===== src/rtl/rgb_sram_writer_pkg.sv =====
// Shared state types, frame constants and payload structs for the RGB SRAM writer.
// Optional feature macro used by the writer: RGB_WRITER_CLIP_EN.
package rgb_sram_writer_pkg;

    localparam int unsigned DEFAULT_IMAGE_WIDTH  = 320;
    localparam int unsigned DEFAULT_IMAGE_HEIGHT = 240;

    localparam int unsigned ADDR_W    = 18;
    localparam int unsigned PIX_CNT_W = 17;
    localparam int unsigned CHAN_IN_W = 32;
    localparam int unsigned CHAN_W    = 8;
    localparam int unsigned WORD_W    = 16;

    typedef enum logic [1:0] {
        S_RW_IDLE       = 2'd0,
        S_RW_PIX_EVEN   = 2'd1,
        S_RW_PIX_ODD    = 2'd2,
        S_RW_WRITE_LAST = 2'd3
    } RGB_writer_state_type;

    typedef struct packed {
        logic [CHAN_W-1:0] r;
        logic [CHAN_W-1:0] g;
        logic [CHAN_W-1:0] b;
    } rgb888_t;

endpackage


===== src/rtl/rgb_clip8.sv =====
// Converts one signed 32-bit colour-space result into an 8-bit channel value.
// With RGB_WRITER_CLIP_EN the value saturates to 0..255, otherwise bits [23:16] pass through.
module rgb_clip8
    import rgb_sram_writer_pkg::*;
(
    input  logic [CHAN_IN_W-1:0] chan_i,
    output logic [CHAN_W-1:0]    chan_o
);

`ifdef RGB_WRITER_CLIP_EN
    logic unused_frac;
    assign unused_frac = ^chan_i[15:0];

    // Sign bit wins over overflow so large negatives still clamp to zero.
    always_comb begin
        chan_o = chan_i[23:16];
        if (chan_i[31]) begin
            chan_o = '0;
        end else if (|chan_i[30:24]) begin
            chan_o = '1;
        end
    end
`else
    logic unused_bits;
    assign unused_bits = ^{chan_i[31:24], chan_i[15:0]};
    assign chan_o      = chan_i[23:16];
`endif

endmodule


===== src/rtl/rgb_sram_writer.sv =====
// Packs a stream of RGB pixels into 16-bit SRAM words, two pixels per three words.
// Channel saturation is enabled by defining RGB_WRITER_CLIP_EN.
module rgb_sram_writer
    import rgb_sram_writer_pkg::*;
#(
    parameter int unsigned IMAGE_WIDTH  = DEFAULT_IMAGE_WIDTH,
    parameter int unsigned IMAGE_HEIGHT = DEFAULT_IMAGE_HEIGHT
) (
    input  logic                 Clock,
    input  logic                 Resetn,
    input  logic                 start,
    input  logic [ADDR_W-1:0]    SRAM_base_address,
    input  logic                 pixel_valid,
    output logic                 pixel_ready,
    input  logic [CHAN_IN_W-1:0] R_in,
    input  logic [CHAN_IN_W-1:0] G_in,
    input  logic [CHAN_IN_W-1:0] B_in,
    output logic [ADDR_W-1:0]    SRAM_address,
    output logic [WORD_W-1:0]    SRAM_write_data,
    output logic                 SRAM_we_n,
    output logic                 done
);

    localparam logic [PIX_CNT_W-1:0] PIX_TOTAL = PIX_CNT_W'(IMAGE_WIDTH * IMAGE_HEIGHT);

    RGB_writer_state_type state_q;
    logic [ADDR_W-1:0]    next_addr_q;
    logic [ADDR_W-1:0]    next_addr_d;
    logic [PIX_CNT_W-1:0] pix_cnt_q;
    logic [PIX_CNT_W-1:0] pix_cnt_d;
    logic [CHAN_W-1:0]    b0_q;
    logic [WORD_W-1:0]    gb1_q;
    rgb888_t              pix;

    rgb_clip8 u_clip_r (.chan_i(R_in), .chan_o(pix.r));
    rgb_clip8 u_clip_g (.chan_i(G_in), .chan_o(pix.g));
    rgb_clip8 u_clip_b (.chan_i(B_in), .chan_o(pix.b));

    assign pixel_ready = (state_q == S_RW_PIX_EVEN) || (state_q == S_RW_PIX_ODD);
    assign next_addr_d = next_addr_q + ADDR_W'(1);
    assign pix_cnt_d   = pix_cnt_q + PIX_CNT_W'(1);

    // Write strobe and done default to idle every cycle; address/data hold between writes.
    always_ff @(posedge Clock or negedge Resetn) begin
        if (!Resetn) begin
            state_q         <= S_RW_IDLE;
            next_addr_q     <= '0;
            pix_cnt_q       <= '0;
            b0_q            <= '0;
            gb1_q           <= '0;
            SRAM_address    <= '0;
            SRAM_write_data <= '0;
            SRAM_we_n       <= 1'b1;
            done            <= 1'b0;
        end else begin
            SRAM_we_n <= 1'b1;
            done      <= 1'b0;
            case (state_q)
                S_RW_IDLE: begin
                    if (start) begin
                        next_addr_q <= SRAM_base_address;
                        pix_cnt_q   <= '0;
                        state_q     <= S_RW_PIX_EVEN;
                    end
                end
                S_RW_PIX_EVEN: begin
                    if (pixel_valid) begin
                        SRAM_address    <= next_addr_q;
                        SRAM_write_data <= {pix.r, pix.g};
                        SRAM_we_n       <= 1'b0;
                        next_addr_q     <= next_addr_d;
                        b0_q            <= pix.b;
                        pix_cnt_q       <= pix_cnt_d;
                        state_q         <= S_RW_PIX_ODD;
                    end
                end
                S_RW_PIX_ODD: begin
                    if (pixel_valid) begin
                        SRAM_address    <= next_addr_q;
                        SRAM_write_data <= {b0_q, pix.r};
                        SRAM_we_n       <= 1'b0;
                        next_addr_q     <= next_addr_d;
                        gb1_q           <= {pix.g, pix.b};
                        pix_cnt_q       <= pix_cnt_d;
                        state_q         <= S_RW_WRITE_LAST;
                    end
                end
                S_RW_WRITE_LAST: begin
                    SRAM_address    <= next_addr_q;
                    SRAM_write_data <= gb1_q;
                    SRAM_we_n       <= 1'b0;
                    next_addr_q     <= next_addr_d;
                    if (pix_cnt_q == PIX_TOTAL) begin
                        done    <= 1'b1;
                        state_q <= S_RW_IDLE;
                    end else begin
                        state_q <= S_RW_PIX_EVEN;
                    end
                end
                default: state_q <= S_RW_IDLE;
            endcase
        end
    end

endmodule


===== config.mk =====
export PLATFORM = sky130hd
export DESIGN_NAME = rgb_sram_writer
export DESIGN_NICKNAME = d
export VERILOG_FILES = /design/src/rtl/rgb_sram_writer_pkg.sv /design/src/rtl/rgb_clip8.sv /design/src/rtl/rgb_sram_writer.sv
export SDC_FILE = /design/constraint.sdc
export NUM_CORES = 1
export LEC_CHECK = 0
export ABC_AREA = 1
export BUFFER_PORTS_ARGS = -buffer_cell sky130_fd_sc_hd__buf_4
export CAP_MARGIN = 10
export CORE_MARGIN = 2
export CORE_UTILIZATION = 52
export DETAILED_ROUTE_END_ITERATION = 16
export PLACE_DENSITY_LB_ADDON = 0.1
export RECOVER_POWER = 50
export SLEW_MARGIN = 20
export SYNTH_ARGS = -nofsm -noshare
export SYNTH_HDL_FRONTEND = slang
export SYNTH_SLANG_ARGS = --single-unit

===== constraint.sdc =====
create_clock -name Clock -period 2.42 [get_ports Clock]
set_clock_uncertainty 0.1 [all_clocks]
set_input_delay 0.121 -clock Clock [delete_from_list [all_inputs] [get_ports Clock]]
set_output_delay 0.121 -clock Clock [all_outputs]
set_load 0.01 [all_outputs]

Word level (Yosys, flattened, before mapping)
Cells that the tools add are included.
W data, S select, Z words.
{ "word_totals": {"reg_bits": 97, "in_bits": 118, "output_inout_bits": 37} }
{ "op_classes": {"n_addsub": 2, "n_eq_ne": 8, "muxes": 20, "n_reduce_logical": 13} }
{ "ops": {"columns": ["op", "n"], "rows": [
  ["$mux W18", 3],
  ["$pmux W18 S3", 1],
  ["$pmux W16 S3", 1],
  ["$pmux W18 S2", 1],
  ["$mux W17", 2],
  ["$pmux W17 S2", 1],
  ["$mux W16", 2],
  ["$add A18 B1 Y18 const B", 1],
  ["$add A17 B1 Y17 const B", 1],
  ["$eq A17 B17 Y1 const B", 1],
  ["$reduce_and A3 Y1", 3],
  ["$pmux W2 S4", 1],
  ["$reduce_and A2 Y1", 4],
  ["$mux W2", 3],
  ["$ne A2 B2 Y1 const B", 3],
  ["$eq A2 B2 Y1 const B", 2],
  ["$mux W1", 4],
  ["$reduce_bool A2 Y1", 2],
  ["$reduce_bool A3 Y1", 1],
  ["$eq A2 B1 Y1 const B", 1],
  ["$logic_not A2 Y1", 1],
  ["$ne A2 B1 Y1 const B", 1],
  ["$pmux W1 S2", 1],
  ["$reduce_or A2 Y1", 1],
  ["$logic_or A1 B1 Y1", 1]
]} }

Longest topological paths before layout
{ "depth": {"word_depth": 4, "depth_mapped": 11} }

Modules after synthesis
A second synthesis with hierarchy kept.
{ "unflattened": {"cells_unflattened": 664, "hier_area_um2": 5303.8} }
{ "modules_own_cells": {"columns": ["module", "instances", "cells_each", "area_per_inst_um2", "seq_area_each_um2"], "rows": [
  ["rgb_sram_writer", 1, 640, 5123.7, 2428.6],
  ["rgb_clip8", 3, 8, 60.1, 0.0]
]} }

Worst setup path after synthesis
Ideal clock, no wire load.
{ "synth_path": {"kind": "register to register", "start": "register state_q[0]", "end": "register pix_cnt_q[2]", "t_arrival_ns": 1.677, "required_ns": 2.195, "path_slack_ns": 0.518, "stages_incl_launch_ff": 11, "path_buffers": 2, "period_less_slack_ns": 1.902, "cell_sequence": "dfrtp_1 > inv_1 > ha_1 > buf_4 > inv_2 > nand2_1 > nand2_8 > inv_4 > buf_6 > a21oi_2 > nor3_2"} }
{ "synth_via": {"elab_chain_len": 4, "word_cells_on_any_way": 9, "classes_between": "4 x eq/ne; 1 x mux; 4 x reduce/logical"} }
{ "synth_lines": {"columns": ["item", "line", "rtl"], "rows": [
  ["start, declared", "rgb_sram_writer.sv:26", "RGB_writer_state_type state_q;"],
  ["start signal, assigned", "rgb_sram_writer.sv:46", "state_q <= S_RW_IDLE;"],
  ["start signal, assigned", "rgb_sram_writer.sv:63", "state_q <= S_RW_PIX_EVEN;"],
  ["start signal, assigned", "rgb_sram_writer.sv:74", "state_q <= S_RW_PIX_ODD;"],
  ["$eq A2 B1 Y1 / $eq A2 B2 Y1 (equally long branches)", "rgb_sram_writer.sv:58", "case (state_q)"],
  ["$reduce_or A2 Y1 (no line)", null, null],
  ["$ne A2 B1 Y1 (no line) / $reduce_bool A2 Y1 (equally long branches)", null, null],
  ["$reduce_and A3 Y1 (no line)", null, null],
  ["end signal, assigned", "rgb_sram_writer.sv:73", "pix_cnt_q <= pix_cnt_d;"],
  ["end signal, assigned", "rgb_sram_writer.sv:84", "pix_cnt_q <= pix_cnt_d;"],
  ["end, declared", "rgb_sram_writer.sv:29", "logic [PIX_CNT_W-1:0] pix_cnt_q;"]
]} }
Several ways; a longest one is shown, not always the timed one.
A chain may end at the register's enable or synchronous reset.

Worst setup path in the final report
{ "layout_path": {"start": "register state_q[0]", "end": "register pix_cnt_q[3]"} }
The elaborated chain is that of the path after synthesis.

==> flow_summary_export.csv <==
group,metric,value,unit
run_status,status,"finished clean",
finish,instances_no_fill,917,
critical_path,criticalPathCategory,"reg2reg",
critical_path,worstPathRequired,2600,ps
timing,worst_slack,327,ps
drt,final_antenna_net_count,0,
flow_run,drv_cap,0,
pwr,powerDensity,1280,mW/mm^2
timing,final.min_clock_period,2090,ps
logic_synthesis,ys_ff_latch,97,
drt,vias,4755,
finish,drive_above_1_share,0.165,
finish,design_area,0.00643,mm^2
placement,dp_hpwl,8610,um
drt,viasPerCell,5.19,
logic_synthesis,synth_cell_types,38,
logic_synthesis,synthFlopType,"dfrtp_1",
logic_synthesis,synth_top_family_by_area,"simple AND/OR/NAND/NOR gates",
critical_path,worst-path-max-fanout,11,
logic_synthesis,yosys.area_share.simple,0.273,
floorplan,die_w,104,um
timing,hold_violations,0,
finish,syn2layout_area_growth,24.4,%
worst_hold_path,hold_start,"SRAM_base_address[2]",
timing,grt_setup_unrepaired,"no",
pwr,ir_drop,0.634,mV
critical_path,reg2reg_from,"state_q[0]",
logic_synthesis,async_flop_share,1.00,
timing,post-route-period-util,0.865,
drt,routed_wl,12300,um
worst_hold_path,min_to,"next_addr_q[2]",
critical_path,cp_num_buf_inv,5,
logic_synthesis,syn_area,0.00517,mm^2
timing,setup_viol,0,
global_route,grt_first_pass_wirelength,21400,um
clock_network,cts_root_buf,"clkbuf_8",
critical_path,cpLargestDelayFamily,"simple AND/OR/NAND/NOR gates",
critical_path,r2r_slack,330,ps
global_route,grtUsageTotal,0.240,
global_route,grt_overflow_total,0,
clock_network,cts_setup_buffers,0,
global_route,grt_antenna_before_repair,0,
clock_network,cts.sinks,97,
global_route,grt_max_degree,49,
critical_path,r2r-end,"pix_cnt_q[3]",
drt,avgRoutedWirePerCell,13.4,um
floorplan,initial_utilization,0.531,
critical_path,slowest_delay,420,ps
placement,dp.cells,867,
clock_network,post_cts_resized,0,
placement,port-buffer-count,82,
placement,gp_congestion,0.911,
logic_synthesis,syn_inst,662,
placement,post-place-ws,306,ps
clock_network,cts_max_path_buffers,2,
placement,postPlaceCellArea,0.00592,mm^2
logic_synthesis,yosysMostFrequentCell,"nand2_1",
logic_synthesis,synth_top_area_frac,0.465,
worst_hold_path,hp-class,"in2reg",
logic_synthesis,synthXorXnorAreaFrac,0,
logic_synthesis,synth_fp_nets,788,
logic_synthesis,synth_compound_area_frac,0.124,
timing,setup-tns-final,0,ps
timing,tightestPinTransition,1180,ps
logic_synthesis,yosys.area.top_type,"dfrtp_1",
floorplan,dieArea,0.0108,mm^2
floorplan,ios,155,
pwr,p_leak,3.22,nW
floorplan,rows,36,
logic_synthesis,ys_warn_count,0,
finish,final_util,0.661,
critical_path,cpMostUsedCell,"inv_2",
critical_path,arrival,2280,ps
drt,route.detailed.drc,0,
clock_network,clock_latency,360,ps
floorplan,core_area,0.00973,mm^2
clock_network,cts_made_buffers,9,
clock_network,h-tree-depth,3,
critical_path,endpoint_kind,"flop",
finish,num_antenna_cells,0,
drt,drt_first_pass_iters,6,
drt,drt_iter0_drc,238,
global_route,grt_pass1_vias,4593,
timing,fmax,478,MHz
floorplan,die_h,104,um
logic_synthesis,synth_mux_area_frac,0.0254,
finish,fin_nets,905,
logic_synthesis,synthTopCellsByCount,"nand2_1, dfrtp_1, inv_1",
logic_synthesis,synth_area_leaders,"dfrtp_1, nand2_1, o21ai_0, inv_1, nor2_1",
clock_network,clk_pin_slew_worst_paths,80,ps
critical_path,crit_chain,"inv_1, ha_1, buf_4, inv_2, nand2_1, nand2_8, inv_4, nand2_4, inv_2, nor3_2",
logic_synthesis,synthAdderAreaFrac,0.0194,
logic_synthesis,ys_seq_area_frac,0.470,
timing,drv_slew,0,
logic_synthesis,syn_avg_cell_area,7.81,um^2
timing,maxSlewHeadroom,0.211,
logic_synthesis,synth_edf_count,0,
worst_hold_path,hold_depth,5,
critical_path,slowest_stage,"dfrtp_1",
clock_network,cts_tree,"yes",
critical_path,start_kind,"flop",
critical_path,ff2ff_path_depth,10,
==> repair_timing <==
action                                  in CTS  in global routing
endpoints found under the hold margin      136                  0
hold buffers                                34                  0
endpoints found under the setup margin       0                  0
==> cells by family (layout without fill, tap and decap cells) <==
kind of cell    Yosys count  after routing
compound gates          114            114
fa+ha+maj                 8              8
buf+inv                 109            231
flops                    97             97
mux                      11             11
simple gates            323            323
==> through the flow <==
stage / hold slack (ps) / power, mW
after detailed placement: -178 / 7.03
after CTS: 67.0 / 8.35
final: 73.7 / 8.20
after global placement: -181 / 6.90
after floorplan: -275 / 5.73
after global routing: 97.4 / 8.94
==> worst max-delay path by stage <==
stage | depth (start not counted) | from | end | slack [ps]
floorplan | 10 | state_q[0] | pix_cnt_q[2] | 520
global placement | 10 | state_q[0] | pix_cnt_q[3] | 380
detailed placement | 10 | state_q[0] | pix_cnt_q[3] | 310
CTS | 10 | state_q[0] | pix_cnt_q[3] | 290
global route | 10 | state_q[0] | pix_cnt_q[3] | 130
finish | 10 | state_q[0] | pix_cnt_q[3] | 330
==> state kept, by name (all words and copies together), names as in the netlist <==
register / cells
gb1_q: 16
next_addr_q: 18
b0_q: 8
state_q: 2
done: 1
SRAM_write_data: 16
SRAM_we_n: 1
pix_cnt_q: 17
SRAM_address: 18
==> final cells by class <==
type	count	area, um^2
Fill cell	876	3300
Multi-Input combinational cell	456	2280
Timing Repair Buffer	127	962
Tap cell	133	166
Sequential cell	97	2430
Clock inverter	5	103
Inverter	88	343
Clock buffer	11	141
==> metal layers <==
metal	vias to the layer above	GRT usage	wire, um
li1	2367	-	-
met1	2248	0.330	5740
met2	121	0.394	5770
met3	19	0.0302	512
met4	0	0.0859	232
met5	-	0	0
==> cells in the final DEF, fill, tap and decap left out, types with 3 or more instances in the layout <==
cell,synthesis,routed
a21oi_1,15,15
a21oi_2,3,3
buf_4,1,72
bufinv_16,0,3
clkbuf_1,11,20
clkbuf_8,0,10
dfrtp_1,96,96
dlygate4sd3_1,0,34
ha_1,8,8
inv_1,78,78
inv_2,6,6
mux2_2,9,9
nand2_1,205,205
nand2_4,4,4
nand3_1,29,29
nand4_1,13,13
nor2_1,56,56
nor3_1,4,4
nor3_2,3,3
o211ai_1,9,9
o21ai_0,70,70
o21ai_1,5,5
o221ai_1,8,8
==> power by group <==
group	switching, mW	internal, mW
logic	2.58	1.56
clock network	0.547	0.713
registers	0.468	2.33
==> worst reg2reg max path: cells and delay by family (launching register included) <==
family | cells | cell delay (ps)
adder cells (fa/ha/maj) | 1 | 360
buffers and inverters | 5 | 530
flip-flops | 1 | 420
AND/OR/NAND/NOR | 4 | 600
No activity file was read; power rests on OpenSTA's default activity.
